[src/rtl/bidir_line_ctrl_if.sv]
// Host-side interface of the half-duplex line controller.
//   master : host side (drives tx_valid/tx_data/expect_reply, observes status/replies)
//   slave  : controller side
// Signals:
//   tx_valid, tx_data, expect_reply : word offered by the host
//   tx_ready                        : controller accepts a word this cycle
//   rx_valid, rx_data               : received word and its one-cycle strobe
//   rx_err, rx_timeout              : one-cycle error / no-reply strobes
//   busy                            : controller not idle
interface bidir_line_ctrl_if #(
    parameter int unsigned DATA_WIDTH = 8
);
    logic                  tx_valid;
    logic [DATA_WIDTH-1:0] tx_data;
    logic                  expect_reply;
    logic                  tx_ready;
    logic                  rx_valid;
    logic [DATA_WIDTH-1:0] rx_data;
    logic                  rx_err;
    logic                  rx_timeout;
    logic                  busy;

    modport master (
        output tx_valid, tx_data, expect_reply,
        input  tx_ready, rx_valid, rx_data, rx_err, rx_timeout, busy
    );

    modport slave (
        input  tx_valid, tx_data, expect_reply,
        output tx_ready, rx_valid, rx_data, rx_err, rx_timeout, busy
    );
endinterface

[src/rtl/bidir_line_ctrl.sv]
// Half-duplex single-wire link controller sitting in front of one tristate buffer.
// Serialises host words (start 0, data MSB first, stop 1), keeps guard gaps around every
// drive period, and optionally waits for and deserialises a reply from the peer.
// Ports:
//   clk, rst_n    : clock (rising edge), asynchronous active-low reset
//   host          : host handshake / status interface (slave side)
//   line_drive_en : buffer drive enable (registered, only ever 1 in TX)
//   line_data_out : buffer drive value (registered, 1 when not driving)
//   line_data_in  : sampled line value (idle level 1 via external pull-up)
module bidir_line_ctrl #(
    parameter int unsigned DATA_WIDTH   = 8,
    parameter int unsigned GUARD_CYCLES = 2,
    parameter int unsigned BIT_CYCLES   = 1,
    parameter int unsigned RX_TIMEOUT   = 64
) (
    input  logic                clk,
    input  logic                rst_n,
    bidir_line_ctrl_if.slave    host,
    output logic                line_drive_en,
    output logic                line_data_out,
    input  logic                line_data_in
);

    localparam int unsigned FRAME_W  = DATA_WIDTH + 2;
    // Down-count from the start-bit cycle to the middle of the first data bit.
    localparam int unsigned RX_FIRST = BIT_CYCLES + BIT_CYCLES / 2 - 1;
    localparam int unsigned MAX_AB   = (GUARD_CYCLES > RX_TIMEOUT) ? GUARD_CYCLES : RX_TIMEOUT;
    localparam int unsigned MAX_CD   = (RX_FIRST + 1 > BIT_CYCLES) ? RX_FIRST + 1 : BIT_CYCLES;
    localparam int unsigned CNT_MAX  = (MAX_AB > MAX_CD) ? MAX_AB : MAX_CD;
    localparam int unsigned CNT_W    = $clog2(CNT_MAX + 1);
    localparam int unsigned BIT_W    = $clog2(FRAME_W + 1);

    localparam logic [CNT_W-1:0] GUARD_LOAD   = CNT_W'(GUARD_CYCLES - 1);
    localparam logic [CNT_W-1:0] BIT_LOAD     = CNT_W'(BIT_CYCLES - 1);
    localparam logic [CNT_W-1:0] TIMEOUT_LOAD = CNT_W'(RX_TIMEOUT - 1);
    localparam logic [CNT_W-1:0] RXFIRST_LOAD = CNT_W'(RX_FIRST);
    localparam logic [BIT_W-1:0] TX_LAST_BIT  = BIT_W'(FRAME_W - 1);
    localparam logic [BIT_W-1:0] RX_STOP_BIT  = BIT_W'(DATA_WIDTH);

    typedef enum logic [2:0] {
        StIdle, StTurnOn, StTx, StTurnOff, StRxWait, StRx, StRxGuard
    } state_e;

    state_e                state_q, state_d;
    logic [CNT_W-1:0]      cnt_q, cnt_d;      // down-counter, reloaded on every state entry
    logic [BIT_W-1:0]      bit_q, bit_d;      // bit index within the current frame
    logic [FRAME_W-1:0]    shift_q, shift_d;  // TX frame out of the MSB, RX bits into the LSB
    logic                  reply_q, reply_d;
    logic [DATA_WIDTH-1:0] rx_data_q, rx_data_d;
    logic                  rx_valid_q, rx_valid_d;
    logic                  rx_err_q, rx_err_d;
    logic                  rx_timeout_q, rx_timeout_d;
    logic                  drive_en_q, data_out_q;
    logic                  tx_ready, accept;

    assign tx_ready = (state_q == StIdle) && line_data_in && rst_n;
    assign accept   = host.tx_valid && tx_ready;

    always_comb begin
        state_d      = state_q;
        cnt_d        = cnt_q;
        bit_d        = bit_q;
        shift_d      = shift_q;
        reply_d      = reply_q;
        rx_data_d    = rx_data_q;
        rx_valid_d   = 1'b0;
        rx_err_d     = 1'b0;
        rx_timeout_d = 1'b0;
        unique case (state_q)
            StIdle: begin
                // A falling line means the peer started a frame; it beats a pending word.
                if (!line_data_in) begin
                    state_d = StRx;
                    cnt_d   = RXFIRST_LOAD;
                    bit_d   = '0;
                end else if (accept) begin
                    state_d = StTurnOn;
                    cnt_d   = GUARD_LOAD;
                    shift_d = {1'b0, host.tx_data, 1'b1};
                    reply_d = host.expect_reply;
                end
            end
            StTurnOn: begin
                if (cnt_q == '0) begin
                    state_d = StTx;
                    cnt_d   = BIT_LOAD;
                    bit_d   = '0;
                end else begin
                    cnt_d = cnt_q - CNT_W'(1);
                end
            end
            StTx: begin
                if (cnt_q == '0) begin
                    if (bit_q == TX_LAST_BIT) begin
                        state_d = StTurnOff;
                        cnt_d   = GUARD_LOAD;
                    end else begin
                        cnt_d   = BIT_LOAD;
                        bit_d   = bit_q + BIT_W'(1);
                        shift_d = {shift_q[FRAME_W-2:0], 1'b1};
                    end
                end else begin
                    cnt_d = cnt_q - CNT_W'(1);
                end
            end
            StTurnOff: begin
                if (cnt_q == '0) begin
                    if (reply_q) begin
                        state_d = StRxWait;
                        cnt_d   = TIMEOUT_LOAD;
                    end else begin
                        state_d = StIdle;
                    end
                end else begin
                    cnt_d = cnt_q - CNT_W'(1);
                end
            end
            StRxWait: begin
                // Start bit takes priority over a timeout on the final counted cycle.
                if (!line_data_in) begin
                    state_d = StRx;
                    cnt_d   = RXFIRST_LOAD;
                    bit_d   = '0;
                end else if (cnt_q == '0) begin
                    state_d      = StIdle;
                    rx_timeout_d = 1'b1;
                end else begin
                    cnt_d = cnt_q - CNT_W'(1);
                end
            end
            StRx: begin
                if (cnt_q == '0) begin
                    if (bit_q == RX_STOP_BIT) begin
                        if (line_data_in) begin
                            rx_valid_d = 1'b1;
                            rx_data_d  = shift_q[DATA_WIDTH-1:0];
                        end else begin
                            rx_err_d = 1'b1;
                        end
                        state_d = StRxGuard;
                        cnt_d   = GUARD_LOAD;
                    end else begin
                        shift_d = {shift_q[FRAME_W-2:0], line_data_in};
                        bit_d   = bit_q + BIT_W'(1);
                        cnt_d   = BIT_LOAD;
                    end
                end else begin
                    cnt_d = cnt_q - CNT_W'(1);
                end
            end
            StRxGuard: begin
                if (cnt_q == '0) begin
                    state_d = StIdle;
                end else begin
                    cnt_d = cnt_q - CNT_W'(1);
                end
            end
            default: state_d = StIdle;
        endcase
    end

    always_ff @(posedge clk or negedge rst_n) begin
        if (!rst_n) begin
            state_q      <= StIdle;
            cnt_q        <= '0;
            bit_q        <= '0;
            shift_q      <= '0;
            reply_q      <= 1'b0;
            rx_data_q    <= '0;
            rx_valid_q   <= 1'b0;
            rx_err_q     <= 1'b0;
            rx_timeout_q <= 1'b0;
            drive_en_q   <= 1'b0;
            data_out_q   <= 1'b1;
        end else begin
            state_q      <= state_d;
            cnt_q        <= cnt_d;
            bit_q        <= bit_d;
            shift_q      <= shift_d;
            reply_q      <= reply_d;
            rx_data_q    <= rx_data_d;
            rx_valid_q   <= rx_valid_d;
            rx_err_q     <= rx_err_d;
            rx_timeout_q <= rx_timeout_d;
            // Line outputs follow the next state so they line up with state_q.
            drive_en_q   <= (state_d == StTx);
            data_out_q   <= (state_d == StTx) ? shift_d[FRAME_W-1] : 1'b1;
        end
    end

    assign host.tx_ready   = tx_ready;
    assign host.rx_valid   = rx_valid_q;
    assign host.rx_data    = rx_data_q;
    assign host.rx_err     = rx_err_q;
    assign host.rx_timeout = rx_timeout_q;
    assign host.busy       = (state_q != StIdle);
    assign line_drive_en   = drive_en_q;
    assign line_data_out   = data_out_q;

endmodule

[src/flat_wrapper.sv]
// flat-port wrapper written by rule: the top's interface ports become plain ports
module bidir_line_ctrl_flat 
#(
    parameter int unsigned DATA_WIDTH   = 8,
    parameter int unsigned GUARD_CYCLES = 2,
    parameter int unsigned BIT_CYCLES   = 1,
    parameter int unsigned RX_TIMEOUT   = 64
)
  (clk, rst_n, line_drive_en, line_data_out, line_data_in, host_tx_valid, host_tx_data, host_expect_reply, host_tx_ready, host_rx_valid, host_rx_data, host_rx_err, host_rx_timeout, host_busy);
  bidir_line_ctrl_if #(.DATA_WIDTH(DATA_WIDTH)) host_i ();
  input  logic clk;
  input  logic rst_n;
  output logic line_drive_en;
  output logic line_data_out;
  input  logic line_data_in;
  input wire logic [$bits(host_i.tx_valid)-1:0] host_tx_valid;
  input wire logic [$bits(host_i.tx_data)-1:0] host_tx_data;
  input wire logic [$bits(host_i.expect_reply)-1:0] host_expect_reply;
  output wire logic [$bits(host_i.tx_ready)-1:0] host_tx_ready;
  output wire logic [$bits(host_i.rx_valid)-1:0] host_rx_valid;
  output wire logic [$bits(host_i.rx_data)-1:0] host_rx_data;
  output wire logic [$bits(host_i.rx_err)-1:0] host_rx_err;
  output wire logic [$bits(host_i.rx_timeout)-1:0] host_rx_timeout;
  output wire logic [$bits(host_i.busy)-1:0] host_busy;
  assign host_i.tx_valid = host_tx_valid;
  assign host_i.tx_data = host_tx_data;
  assign host_i.expect_reply = host_expect_reply;
  assign host_tx_ready = host_i.tx_ready;
  assign host_rx_valid = host_i.rx_valid;
  assign host_rx_data = host_i.rx_data;
  assign host_rx_err = host_i.rx_err;
  assign host_rx_timeout = host_i.rx_timeout;
  assign host_busy = host_i.busy;
  bidir_line_ctrl #(.DATA_WIDTH(DATA_WIDTH), .GUARD_CYCLES(GUARD_CYCLES), .BIT_CYCLES(BIT_CYCLES), .RX_TIMEOUT(RX_TIMEOUT)) u_core (.clk(clk), .rst_n(rst_n), .host(host_i), .line_drive_en(line_drive_en), .line_data_out(line_data_out), .line_data_in(line_data_in));
endmodule
[config.mk]
export PLATFORM = sky130hd
export DESIGN_NAME = bidir_line_ctrl_flat
export DESIGN_NICKNAME = d
export VERILOG_FILES = /design/src/rtl/bidir_line_ctrl_if.sv /design/src/rtl/bidir_line_ctrl.sv /design/src/flat_wrapper.sv
export SDC_FILE = /design/constraint.sdc
export NUM_CORES = 1
export LEC_CHECK = 0
export ABC_AREA = 0
export BUFFER_PORTS_ARGS = -buffer_cell sky130_fd_sc_hd__buf_4
export CAP_MARGIN = 20
export CELL_PAD_IN_SITES_DETAIL_PLACEMENT = 0
export CELL_PAD_IN_SITES_GLOBAL_PLACEMENT = 1
export CORE_ASPECT_RATIO = 1.1
export CORE_UTILIZATION = 40
export DETAILED_ROUTE_END_ITERATION = 12
export GPL_TIMING_DRIVEN = 0
export PLACE_DENSITY_LB_ADDON = 0.1
export RECOVER_POWER = 50
export SLEW_MARGIN = 20
export SYNTH_ARGS = -nofsm -noshare
export SYNTH_HDL_FRONTEND = slang
export SYNTH_SLANG_ARGS = --single-unit
[constraint.sdc]
create_clock -name clk -period 2.6 [get_ports clk]
set_clock_uncertainty 0.2 [all_clocks]
set_input_delay 0.26 -clock clk [delete_from_list [all_inputs] [get_ports clk]]
set_output_delay 0.26 -clock clk [all_outputs]
set_load 0.01 [all_outputs]
## Word level (Yosys, flattened, before mapping)

Index checks and enable logic that the tools add are counted.

| operators by class | value |
|---|---|
| $add $sub $neg | 2 |
| equal/unequal tests | 19 |
| muxes and demuxes | 50 |
| reductions and logical operators | 15 |

Operators with widths:

| cell | count |
|---|---|
| $mux 7 | 9 |
| $mux 10 | 6 |
| $pmux 7 s7 | 1 |
| $mux 3 | 11 |
| $pmux 10 s3 | 1 |
| $mux 4 | 6 |
| $pmux 3 s7 | 1 |
| $pmux 4 s4 | 1 |
| $mux 1 | 14 |
| $reduce_and 7->1 | 2 |
| $eq 3x2->1 const B | 3 |
| $eq 3x3->1 const B | 3 |
| $eq 4x4->1 const B | 2 |
| $ne 2x1->1 const B | 4 |
| $ne 2x2->1 const B | 4 |
| $logic_not 7->1 | 1 |
| $reduce_bool 7->1 | 1 |
| $sub 7x1->7 const B | 1 |
| $ne 3x2->1 const B | 2 |
| $reduce_and 3->1 | 2 |
| $reduce_bool 3->1 | 2 |
| $add 4x1->4 const B | 1 |
| $reduce_and 4->1 | 1 |
| $reduce_bool 4->1 | 1 |
| 4 further kinds | 6 |

| storage, ports and cells | value |
|---|---|
| register bits after elaboration | 38 |
| bits of input ports | 13 |
| output and inout port bits | 15 |
| word-level logic and storage cells | 98 |

## Depth between registers and ports, before layout

| logic depth | value |
|---|---|
| depth after elaboration | 9 |
| mapped depth | 12 |
| gate-level depth less buffers | 11 |

## Worst setup path after synthesis

No wires, ideal clock.

| timing | value |
|---|---|
| path kind | reg-to-reg |
| start point | register u_core.cnt_q[0] |
| end point | register u_core.cnt_q[0] |
| library setup time | 0.121 ns |
| data arrival time | 2.227 ns |
| required time | 2.279 ns |
| setup slack | 0.052 ns |
| stages on the path, launching flop included | 13 |
| path buffers | 1 |
| clock period less this slack | 2.548 ns |
| cells stage by stage | dfrtp_1 inv_1 ha_1 nor4b_4 and2_4 inv_2 buf_6 ha_1 nor2b_1 o32ai_1 a211oi_1 o211ai_1 a22o_2 |

| on the way | value |
|---|---|
| cells in the longest elaborated chain, start to end | 4 |
| elaborated cells between the ends (all ways) | 11 |
| those cells by class | 1 x add/sub; 1 x eq/ne; 7 x mux; 2 x reduce/logical |

Ends and longest elaborated chain:

| element | line | RTL |
|---|---|---|
| start, declared | bidir_line_ctrl.sv:45 | `logic [CNT_W-1:0] cnt_q, cnt_d;` |
| start signal, assigned | bidir_line_ctrl.sv:177 | `cnt_q <= cnt_d;` |
| $sub 7x1->7 / $logic_not 7->1 (equally long branches) | -- |  |
| $mux 7 | bidir_line_ctrl.sv:124, bidir_line_ctrl.sv:152 |  |
| $mux 7 | bidir_line_ctrl.sv:120 | `if (!line_data_in) begin` |
| $pmux 7 s7 | bidir_line_ctrl.sv:69 | `unique case (state_q)` |

Parallel ways exist; a longest one is shown, timed or not.
A chain may end at the register's enable or synchronous reset.

## Final worst setup path

Ends and elaborated chain as after synthesis.

==> flow_metrics.tcl <==
set metrics [dict create \
    final-hold-violation-count 0 \
    finalMaxSlewViolations 0 \
    n_antenna_cell 0 \
    synthFlopType "dfrtp_1" \
    path_class "flop to flop" \
    maxSlewHeadroom 0.389 \
    outcome "complete, no violations" \
    dieArea_sq_mm 0.00573 \
    htreeDepth 2 \
    synthAdderAreaFrac 0.0403 \
    tns_ns 0 \
    reg2reg_slack_ns 0.09 \
    dr_total_vias 1800 \
    synth_most_common_cell "dfrtp_1" \
    synthMuxAreaShare 0.0467 \
    cp_slowest_cell "dfrtp_1" \
    yosysWarnings 0 \
    ys_types 59 \
    top_level_ports 28 \
    syn-num-nets 231 \
    synth_top_family_by_area "compound AO/OA/AOI/OAI gates" \
    area_growth_pct 26.6 \
    seq_area_frac_synth 0.438 \
    synth-edff-count 0 \
    drc 0 \
    worst_r2r_path_depth 11 \
    final_nets 287 \
    n_fill_cell 492 \
    p_leak_nw 1.29 \
    min_to "u_core.host.rx_timeout" \
    syn_area_per_cell_sq_um 10.3 \
    synth.top_cell.area_share 0.426 \
    drt_wl_total_microns 5190 \
    startpoint_type "flop" \
    clk-insertion-delay-late_ns 0.29 \
    place.gp.congestion 0.759 \
    cts_buffer_depth 2 \
    cts_tree "done" \
    slowest_delay_ns 0.40 \
    synth_top_area_cell "dfrtp_1" \
    ys_async_sr_fraction 1.00 \
    fp.dieH_microns 79.3 \
    rr_startpoint "u_core.cnt_q[0]" \
    arrival_ns 2.49 \
    synthTopCellsByCount "dfrtp_1 (37), inv_1 (18), nor2_1 (16), nand2_1 (11)" \
    powerDensity_mw_per_mm2 1080 \
    antenna_left 0 \
    post-route-min-period_ns 2.51 \
    grt_pass1_wl_microns 8320 \
    crit-reg2reg-capture "u_core.cnt_q[0]" \
    multiInputGateArea_sq_mm 0.00109 \
    synth_area_sq_mm 0.00217 \
    grt_max_degree 38 \
    worst_pin_slew_ns 0.916 \
    clk_pin_slew_ns 0.08 \
    layout-drive-gt1-share 0.291 \
    vdd_ir_drop_max_v 0.000431 \
    ys_ff_latch 38 \
    vias_per_cell 5.29 \
    grt_overflow 0 \
    min_period_over_period 0.964 \
    hpwl_microns 3440 \
    crit_fanout 7 \
    start_util 0.426 \
    rows 27 \
    crit_family "simple AND/OR/NAND/NOR gates" \
    instances_no_fill 340 \
    cts-buffers-inserted 5 \
    post_drt_wl_per_cell_microns 15.3 \
    synth_compound_area_frac 0.206 \
    seq_area_sq_um 952 \
    hold_path.class "input pin to flop" \
    endpoint_kind "flop" \
    setup_violations 0 \
    cts-root-buf "clkbuf_8" \
    cts.sinks 38 \
    synth-simple-area-share 0.189 \
    whs_path_depth 3 \
    max_freq_mhz 399 \
    min_from "line_data_in" \
    dr.first_iter.drc_count 163 \
    cp_data_required_time_ns 2.58 \
    netlist_top_cells_area "dfrtp_1 (43%), mux2_2 (4.7%), ha_1 (4.0%), a222oi_1 (3.7%), inv_1 (3.1%)" \
    critPathBufInv 2 \
    core_area_sq_mm 0.00510 \
    hold_slack_ns 0.155 \
    synthCells 211 \
    port_buffers 27 \
    cp_cell_sequence "inv_2, ha_4, nor4b_4, and2_4, clkinv_8, ha_1, nor2b_1, o32ai_2, nor4_1, nor3_1, a22o_2" \
    antenna_found_initial 0 \
    grt_util_all_layers 0.192 \
    max-cap-violations 0 \
    first_pass_iters 4 \
    die_w_microns 72.3 \
    dp.cells 310 \
    grt_pass1_vias 1684 \
    synth_xor_area_frac 0.00806 \
]
[logic make-up (layout without fill, tap and decap cells)]
logic type | after synthesis | in the layout
AO/OA/AOI/OAI | 53 | 53
XOR/XNOR | 2 | 2
adder cells (fa/ha/maj) | 7 | 7
buffers and inverters | 32 | 89
flip-flops | 38 | 38
multiplexers | 9 | 9
AND/OR/NAND/NOR | 70 | 70
[state kept, by name, indices dropped and copies added (netlist names)]
| register | cells |
|---|---|
| u_core.host.rx_timeout | 1 |
| u_core.line_drive_en | 1 |
| u_core.line_data_out | 1 |
| u_core.host.rx_valid | 1 |
| u_core.host.rx_err | 1 |
| u_core.bit_q | 4 |
| u_core.state_q | 3 |
| u_core.host.rx_data | 8 |
| u_core.reply_q | 1 |
| u_core.cnt_q | 7 |
| u_core.shift_q | 10 |
[what timing repair did]
action,in CTS,in global routing
buffers inserted,5,7
hold buffers,11,0
pin swaps,2,4
hold endpoints to repair,46,0
setup endpoints to repair,4,1
gates resized for setup,2,9
[report_power, final]
part | internal, mW | switching, mW
combinational | 0.725 | 0.862
sequential | 0.781 | 0.164
clock | 0.213 | 0.221
[metal layers]
metal,vias up,global-route usage,part of all wire,wire (microns)
met5,-,0,0,0
met3,6,0.0381,0.044,227
met1,864,0.265,0.47,2440
li1,881,-,-,-
met2,49,0.301,0.48,2470
met4,0,0.0667,0.011,57
[stage by stage]
| stage | util | cell area [sq um] | total power [mW] | setup slack (ns) |
|---|---|---|---|---|
| 3_5_place_dp | 0.483 | 2460 | 2.40 | -0.383 |
| 2_1_floorplan | - | 2170 | 2.01 | 0.0523 |
| 3_3_place_gp | 0.483 | 2460 | 2.39 | -0.385 |
| 4_1_cts | 0.533 | 2720 | 2.91 | 0.0136 |
| 6_report | 0.539 | 2750 | 2.97 | 0.0929 |
| 5_1_grt | 0.539 | 2750 | 3.19 | -0.00241 |
[area by class of cell]
class                           count  area share
Inverter                           19      0.0305
Clock inverter                      2     0.00455
Sequential cell                    38       0.346
Clock buffer                        6      0.0300
Timing Repair Buffer               50       0.134
Tap cell                           72      0.0328
Multi-Input combinational cell    141       0.395
Buffer                             12      0.0269
[worst max-delay path by stage]
stage                          from         endpoint  slack [ns]  depth (start not counted)
floorplan           u_core.cnt_q[0]  u_core.cnt_q[0]        0.05                         12
global placement    u_core.cnt_q[0]  u_core.cnt_q[0]       -0.39                         12
detailed placement  u_core.cnt_q[0]  u_core.cnt_q[0]       -0.38                         12
CTS                 u_core.cnt_q[0]  u_core.cnt_q[0]        0.01                         12
global route        u_core.cnt_q[0]  u_core.cnt_q[0]      -0.002                         11
finish              u_core.cnt_q[0]  u_core.cnt_q[0]        0.09                         11
[cells in the final DEF, fill, tap and decap left out, types with 9 or more instances in the layout]
| master | count |
|---|---|
| mux2_2 | 9 |
| dfrtp_1 | 37 |
| nand2_1 | 11 |
| nor2_1 | 15 |
| a21oi_1 | 9 |
| dlygate4sd3_1 | 10 |
| buf_4 | 32 |
| clkbuf_1 | 12 |
| nor3_1 | 9 |
| inv_1 | 16 |
[worst min-delay path: stages]
cell,delay [ns]
buf_4,0.11
nand2b_1,0.17
nor3_1,0.07
Power figures use the tool's default switching activity.
